**src/rtl/crono_ctrl.sv**
```systemverilog
// rtl/crono_ctrl.sv - Stopwatch controller: debounced buttons, RUN/PAUSE/IDLE FSM, prescaled BCD seconds count.
// Optional lap/display-freeze logic is built when CRONO_LAP_EN is defined.
module crono_ctrl #(
  parameter int TICK_DIV = 50_000_000,
  parameter int DEB_LEN  = 500_000
) (
  input  logic       clk,
  input  logic       reset,
  input  logic       btn_start_stop,
  input  logic       btn_clear,
  input  logic       btn_lap,
  output logic [3:0] units,
  output logic [2:0] tens,
  output logic       running,
  output logic       lap_active,
  output logic       tick,
  output logic       wrap
);

  localparam int PW = $clog2(TICK_DIV);
  localparam int CW = $clog2(DEB_LEN);

  localparam logic [1:0] IDLE  = 2'd0;
  localparam logic [1:0] RUN   = 2'd1;
  localparam logic [1:0] PAUSE = 2'd2;

  // Button index 0 = start_stop, 1 = clear, 2 = lap (lap build only).
`ifdef CRONO_LAP_EN
  localparam int NB = 3;
  logic [NB-1:0] raw;
  assign raw = {btn_lap, btn_clear, btn_start_stop};
`else
  localparam int NB = 2;
  logic [NB-1:0] raw;
  logic          unused_lap;
  assign raw        = {btn_clear, btn_start_stop};
  assign unused_lap = btn_lap;
`endif

  logic [NB-1:0] s1, s2, deb, press;
  logic [CW-1:0] cnt [NB];

  logic [1:0]    state;
  logic [PW-1:0] presc;
  logic [3:0]    cnt_u;
  logic [2:0]    cnt_t;

  always_ff @(posedge clk) begin
    if (reset) begin
      s1    <= '0;
      s2    <= '0;
      deb   <= '0;
      press <= '0;
      for (int i = 0; i < NB; i++) cnt[i] <= '0;
    end else begin
      s1 <= raw;
      s2 <= s1;
      for (int i = 0; i < NB; i++) begin
        press[i] <= 1'b0;
        if (s2[i] == deb[i]) begin
          cnt[i] <= '0;
        end else if (cnt[i] == CW'(DEB_LEN - 1)) begin
          deb[i]   <= s2[i];
          cnt[i]   <= '0;
          press[i] <= s2[i];
        end else begin
          cnt[i] <= cnt[i] + CW'(1);
        end
      end
    end
  end

  // Prescaler and count advance on the current state; a same-cycle pause still takes that step.
  always_ff @(posedge clk) begin
    if (reset) begin
      state <= IDLE;
      presc <= '0;
      cnt_u <= 4'd0;
      cnt_t <= 3'd0;
      tick  <= 1'b0;
      wrap  <= 1'b0;
    end else begin
      tick <= 1'b0;
      wrap <= 1'b0;
      if (state == RUN) begin
        if (presc == PW'(TICK_DIV - 1)) begin
          presc <= '0;
          tick  <= 1'b1;
          if (cnt_u == 4'd9) begin
            cnt_u <= 4'd0;
            if (cnt_t == 3'd5) begin
              cnt_t <= 3'd0;
              wrap  <= 1'b1;
            end else begin
              cnt_t <= cnt_t + 3'd1;
            end
          end else begin
            cnt_u <= cnt_u + 4'd1;
          end
        end else begin
          presc <= presc + PW'(1);
        end
      end
      if (press[0]) begin
        state <= (state == RUN) ? PAUSE : RUN;
      end else if (press[1] && state == PAUSE) begin
        state <= IDLE;
        presc <= '0;
        cnt_u <= 4'd0;
        cnt_t <= 3'd0;
      end
    end
  end

  assign running = (state == RUN);

`ifdef CRONO_LAP_EN
  logic       lap_q;
  logic [3:0] lap_u;
  logic [2:0] lap_t;

  // A start_stop or clear press in the same cycle swallows the lap press.
  always_ff @(posedge clk) begin
    if (reset) begin
      lap_q <= 1'b0;
      lap_u <= 4'd0;
      lap_t <= 3'd0;
    end else if (!press[0]) begin
      if (press[1]) begin
        if (state == PAUSE) lap_q <= 1'b0;
      end else if (press[2]) begin
        if (state == RUN) begin
          lap_q <= ~lap_q;
          if (!lap_q) begin
            lap_u <= cnt_u;
            lap_t <= cnt_t;
          end
        end else if (state == PAUSE) begin
          lap_q <= 1'b0;
        end
      end
    end
  end

  assign lap_active = lap_q;
  assign units      = lap_q ? lap_u : cnt_u;
  assign tens       = lap_q ? lap_t : cnt_t;
`else
  assign lap_active = 1'b0;
  assign units      = cnt_u;
  assign tens       = cnt_t;
`endif

endmodule
```
**config.mk**
```make
export PLATFORM = sky130hd
export DESIGN_NAME = crono_ctrl
export DESIGN_NICKNAME = d
export VERILOG_FILES = /design/src/rtl/crono_ctrl.sv
export SDC_FILE = /design/constraint.sdc
export NUM_CORES = 1
export LEC_CHECK = 0
export CORE_MARGIN = 3
export CORE_UTILIZATION = 60
export DETAILED_ROUTE_END_ITERATION = 6
export GPL_TIMING_DRIVEN = 0
export PLACE_DENSITY = 0.83
export SLEW_MARGIN = 20
export SYNTH_ARGS = -nofsm -noshare
export SYNTH_HDL_FRONTEND = slang
export SYNTH_SLANG_ARGS = --single-unit
```
**constraint.sdc**
```tcl
create_clock -name clk -period 2.7 [get_ports clk]
set_input_delay 0.54 -clock clk [delete_from_list [all_inputs] [get_ports clk]]
set_output_delay 0.54 -clock clk [all_outputs]
set_load 0.03 [all_outputs]
```
==> results of run 1 <==
power groups by stage:
stage / Clock [µW] / Sequential [µW] / Combinational [µW]
4_1_cts: 976 / 1370 / 75.4
3_3_place_gp: 0 / 1400 / 72.4
2_1_floorplan: 0 / 1390 / 58.3
3_5_place_dp: 0 / 1400 / 74.5
5_1_grt: 1030 / 1380 / 88.7
6_report: 959 / 1370 / 77.6
cells in the final DEF (no fill, tap or decap), types with 6 or more instances in the layout:
| master | instances |
|---|---|
| clkdlybuf4s50_1 | 13 |
| nand4_1 | 12 |
| dfxtp_1 | 45 |
| inv_1 | 7 |
| clkbuf_8 | 9 |
| xor2_1 | 30 |
| conb_1 | 39 |
| nor2_1 | 74 |
| xnor2_1 | 28 |
| or3_1 | 6 |
| and4_1 | 8 |
| edfxtp_1 | 38 |
| nand2_1 | 35 |
| and3_1 | 11 |
| a21oi_1 | 10 |
| nor3_1 | 13 |
| nand3_1 | 24 |
| nor4_1 | 7 |
| nor2b_1 | 10 |
metal layers:
| layer | vias to the layer above | part of all wire (%) |
|---|---|---|
| met4 | 0 | 1.5 |
| met1 | 1511 | 45 |
| li1 | 1542 | - |
| met3 | 10 | 4.6 |
| met2 | 78 | 49 |
| met5 | - | 0 |
worst reg2reg max path, delay by kind of cell (launching register included):
kind | cells | cell delay (ps)
AND/OR/NAND/NOR | 5 | 1330
buffers and inverters | 1 | 260
adder cells (fa/ha/maj) | 1 | 270
flip-flops | 1 | 430
logic make-up after synthesis:
logic type	count (synthesis)	share of synthesized area, %
AOI/OAI and AO/OA	18	2.437
xor gates and xnor gates	58	12.52
adders and majority gates	5	1.542
buffers and inverters	19	2.005
DFF	83	50.34
muxes	5	1.234
other	2	0.1851
and+or+nand+nor	227	29.74
flip-flops by register name (all words and copies together), names as in the netlist, 2 cells and up:
signal,cells
cnt,38
presc,26
units,4
tens,3
deb,2
press,2
s1,2
s2,2
state,2
per-stage QoR:
| step | total power [µW] | area [µm²] | util (%) | hold WS (ps) | setup slack (ps) |
|---|---|---|---|---|---|
| finish | 2408 | 4638 | 71.81 | 449.9 | 154.9 |
| global route | 2492 | 4638 | 71.81 | 461.3 | 82.30 |
| CTS | 2423 | 4639 | 71.83 | 455.2 | 32.14 |
| detailed placement | 1474 | 4422 | 68.46 | 433.3 | 34.43 |
| global placement | 1469 | 4422 | 68.46 | 417.1 | 136.9 |
| floorplan | 1449 | 4195 | - | 413.8 | 504.5 |
final cells by class:
type                    instances  area [µm²]
flip-flops and latches         83        2042
well taps                      77       96.34
clock buffers                  10       148.9
plain buffers                  11       53.80
multi-input cells             352        2072
inverters                       7       26.28
repair buffers                 13       130.1
fillers                       484        1821
clock inverters                 6       68.82
how the worst max path moves through the flow:
stage              start    endpoint  cells after the start
6_report        state[0]     running                      3
2_1_floorplan  cnt[0][0]  cnt[0][10]                      8
4_1_cts        cnt[0][0]  cnt[0][16]                      8
3_5_place_dp   cnt[0][0]  cnt[0][16]                      8
3_3_place_gp   cnt[0][0]  cnt[0][11]                      8
5_1_grt         state[0]     running                      3
repair_timing:
action                                  in CTS  in global routing
resized for setup                            0                  3
buffers inserted                             0                  0
endpoints found under the setup margin       0                 20
==> impl_metrics.tcl, run 1 <==
set metrics [dict create \
    dp_cells 544 \
    grt_pass1_vias 2976 \
    final-setup-viol-count 0 \
    use_met2_pct 35.96 \
    port_buffers 13 \
    cts_buffers 9 \
    fin_crit_sh_pct 94.26 \
    drt-initial-drc-count 174 \
    synth-seq-cells 83 \
    yosysWarnings 0 \
    cts_sinks 83 \
    cp.arrival_ps 2010 \
    seqPwrFrac_pct 57.0 \
    min_period_ps 2545 \
    path_class "flop to primary output" \
    fp.dieH_um 88.23 \
    combPwrFrac_pct 3.2 \
    holdPathStages 1 \
    hpwlAfterDp_um 5468 \
    grt_start_max_net_pins 16 \
    worstRegToRegCells 7 \
    switchingPower_uw 543.6 \
    wl_per_cell_um 14.16 \
    hold_end "s2[0]" \
    syn_area_um2 4056 \
    intPower_uw 1864 \
    synth_edf_count 38 \
    cts_buffer_depth 2 \
    die-area_um2 7784 \
    ys_top_cells_by_count "nor2_1 (74), dfxtp_1 (45), edfxtp_1 (38)" \
    p_leak_uw 0.001631 \
    synth-async-reset-ratio_pct 0 \
    path_clk_slew_ps 90 \
    syn_inst 417 \
    crit_fanout 7 \
    reg2reg_to "cnt[0][16]" \
    rsz0062_at_grt "false" \
    place.gp.congestion 0.8315 \
    cts_tree "yes" \
    grt_overflow 0 \
    min-delay-start "s1[0]" \
    finalHoldViolCount 0 \
    htreeDepth 3 \
    initial_core_util_pct 62.81 \
    swShare_pct 22.58 \
    grt.met1_usage_pct 28.33 \
    cp_num_buf_inv 2 \
    powerDensity_nw_per_um2 519.1 \
    finalNetCount 487 \
    max_freq_mhz 392.9 \
    yosysMostFrequentCell "nor2_1" \
    drive_above_1_share_pct 6.639 \
    postRouteAntennaNets 0 \
    antenna_cells 0 \
    yosys.area.top_type_share_pct 28.13 \
    vias 3141 \
    antenna_found_initial 0 \
    yosysTopAreaCell "edfxtp_1" \
    maxCapViolCount 0 \
    fin_skew_ps 9.612 \
    yosys-top-cells-area "edfxtp_1 (28%), dfxtp_1 (22%), nor2_1 (6.8%)" \
    start_kind "flop" \
    vias_per_cell 5.619 \
    synth_flop_cell "dfxtp_1" \
    postCtsHoldBufs 0 \
    cp_cell_sequence "nor2b_1, clkbuf_1, clkdlybuf4s50_1" \
    instances_no_fill 559 \
    finalWirelength_um 7914 \
    ys_types 43 \
    hp-class "flop to flop" \
    path_delay_family "buffers and inverters" \
    die_w_um 88.23 \
    slew_headroom_pct 49.79 \
    drc_errors 0 \
    tns_ps 0 \
    grt_pass1_wl_um 13240 \
    crit_required_ps 2160 \
    worstSkewPairLatency_ps 360 \
    core_area_um2 6459 \
    reg2reg_slack_ps 270 \
    syn_to_final_growth_pct 14.34 \
    synth.avg_cell_area_um2 9.728 \
    status "complete, no violations" \
    slew_violations 0 \
    io_pins 16 \
    r2r_start "cnt[0][0]" \
    tightestPinTransition_ps 747.4 \
    grt.busiest_layer "met2" \
    grt_usage_pct 21.88 \
    clkPwrFrac_pct 39.8 \
    peakVddDrop_v 0.0002874 \
    end_kind "primary output" \
    synth.yosys.seq_area_share_pct 50.34 \
    gr-usage-met3_pct 4.376 \
    cpMaxStageDelayCell "clkdlybuf4s50_1" \
    cpPeakStageDelay_ps 750 \
    rows 29 \
    cts_root_buf "clkbuf_8" \
    first_pass_iters 4 \
]
Note: power is estimated with default switching activity, not from simulation.
==> run 2: changes to the inputs <==
- CORE_ASPECT_RATIO: default -> 2
- CORE_MARGIN: 3 -> default
==> impl_metrics.tcl, run 2 (synthesis gave the netlist of run 1 again) <==
set metrics [dict create \
    cts_root_buf "clkbuf_16" \
    fp.dieH_um 118.3 \
    holdPathStages 1 \
    r2r_start "cnt[1][7]" \
    hold_end "s2[0]" \
    grt_usage_pct 25.65 \
    wl_per_cell_um 14.17 \
    min-delay-start "s1[0]" \
    min_period_ps 2455 \
    htreeDepth 3 \
    antenna_found_initial 0 \
    initial_core_util_pct 61.75 \
    syn_to_final_growth_pct 16.66 \
    cp_cell_sequence "nor2b_1, clkbuf_1, clkdlybuf4s50_1" \
    finalHoldViolCount 0 \
    cpMaxStageDelayCell "clkdlybuf4s50_1" \
    final-setup-viol-count 0 \
    tns_ps 0 \
    core_area_um2 6569 \
    p_leak_uw 0.001659 \
    fin_skew_ps 5.413 \
    layout_common_cells "nor2_1 (74), dfxtp_1 (45), conb_1 (39)" \
    drive_above_1_share_pct 5.602 \
    antenna_cells 0 \
    path_delay_family "buffers and inverters" \
    maxCapViolCount 0 \
    cts_sinks 83 \
    dpl_worst_slack_ps 24.66 \
    reg2reg_slack_ps 270 \
    grt_start_max_net_pins 14 \
    max_freq_mhz 407.3 \
    intPower_uw 2145 \
    status "complete, no violations" \
    cpPeakStageDelay_ps 750 \
    finalNetCount 487 \
    rsz0062_at_grt "false" \
    worstRegToRegCells 7 \
    crit_fanout 7 \
    reg2reg_to "cnt[1][14]" \
    crit_required_ps 2160 \
    powerDensity_nw_per_um2 565.9 \
    cts_buffers 9 \
    vias 3132 \
    swShare_pct 19.90 \
    drt-initial-drc-count 183 \
    grt_pass1_wl_um 13830 \
    seqPwrFrac_pct 51.3 \
    end_kind "primary output" \
    start_kind "flop" \
    switchingPower_uw 532.9 \
    die_w_um 60.14 \
    finalWirelength_um 8077 \
    slew_violations 0 \
    hp-class "flop to flop" \
    place.gp.congestion 0.8722 \
    clkPwrFrac_pct 45.8 \
    dp_cells 555 \
    grt_pass1_vias 3189 \
    port_buffers 13 \
    postRouteAntennaNets 0 \
    cts_tree "yes" \
    peakVddDrop_v 0.0004890 \
    largest_reg_flops 38 \
    rows 42 \
    cts_setup_buffers 0 \
    drc_errors 0 \
    utilization_pct 72.04 \
    mostFrequentLayoutCell "nor2_1" \
    cp_num_buf_inv 2 \
    postCtsHoldBufs 0 \
    cts_buffer_depth 2 \
    path_class "flop to primary output" \
    hpwlAfterDp_um 5714 \
    die-area_um2 7113 \
    worstSkewPairLatency_ps 340 \
    grt_overflow 0 \
    first_pass_iters 4 \
    slew_headroom_pct 41.13 \
    fin_crit_sh_pct 90.94 \
    layout_setup_ws_ps 244.7 \
    io_pins 16 \
    cp.arrival_ps 1920 \
    instances_no_fill 570 \
    tightestPinTransition_ps 876.3 \
    vias_per_cell 5.495 \
    combPwrFrac_pct 2.9 \
    path_clk_slew_ps 60 \
    largest-register "cnt" \
]
[run 2: layout make-up]
| class | count | area (µm²) |
|---|---|---|
| clock inverters | 2 | 33.78 |
| fillers | 471 | 1837 |
| inverters | 7 | 26.28 |
| clock buffers | 14 | 265.3 |
| flip-flops and latches | 83 | 2042 |
| well taps | 88 | 110.1 |
| plain buffers | 11 | 52.55 |
| repair buffers | 13 | 130.1 |
| multi-input cells | 352 | 2072 |
[run 2: how the worst max path moves through the flow]
stage	from	endpoint	slack (ps)	cells after the start
6_report	state[0]	running	240	3
5_1_grt	cnt[1][7]	cnt[1][16]	70	7
4_1_cts	cnt[0][0]	cnt[0][11]	150	8
3_5_place_dp	cnt[0][0]	cnt[0][12]	20	8
3_3_place_gp	cnt[0][0]	cnt[0][13]	110	8
2_1_floorplan	cnt[0][0]	cnt[0][10]	500	8
[run 2: metrics by stage]
step	hold WS, ps	cell area [µm²]	power [µW]
after global placement	431.6	4436	1471
after floorplan	413.8	4195	1449
after detailed placement	433.4	4436	1475
after CTS	456.0	4736	2697
final	455.0	4732	2678
after global routing	470.9	4732	2754
[run 2: timing repair]
action | in CTS | in global routing
gates cloned | 0 | 0
setup endpoints to repair | 3 | 10
gates resized for setup | 1 | 0
[run 2: power groups by stage]
stage	Combinational [µW]	Sequential [µW]	Clock, µW
3_3_place_gp	73.5	1400	0
5_1_grt	88.7	1380	1290
6_report	78.0	1370	1230
3_5_place_dp	74.5	1400	0
2_1_floorplan	58.3	1390	0
4_1_cts	76.4	1370	1250
[run 2: per-layer routing]
metal	GRT usage (%)	part of all wire, %	wire length, µm
met1	26.29	38	3089
met4	17.30	3.7	300
met3	5.361	3.1	253
met2	43.82	55	4434
met5	0	0	0
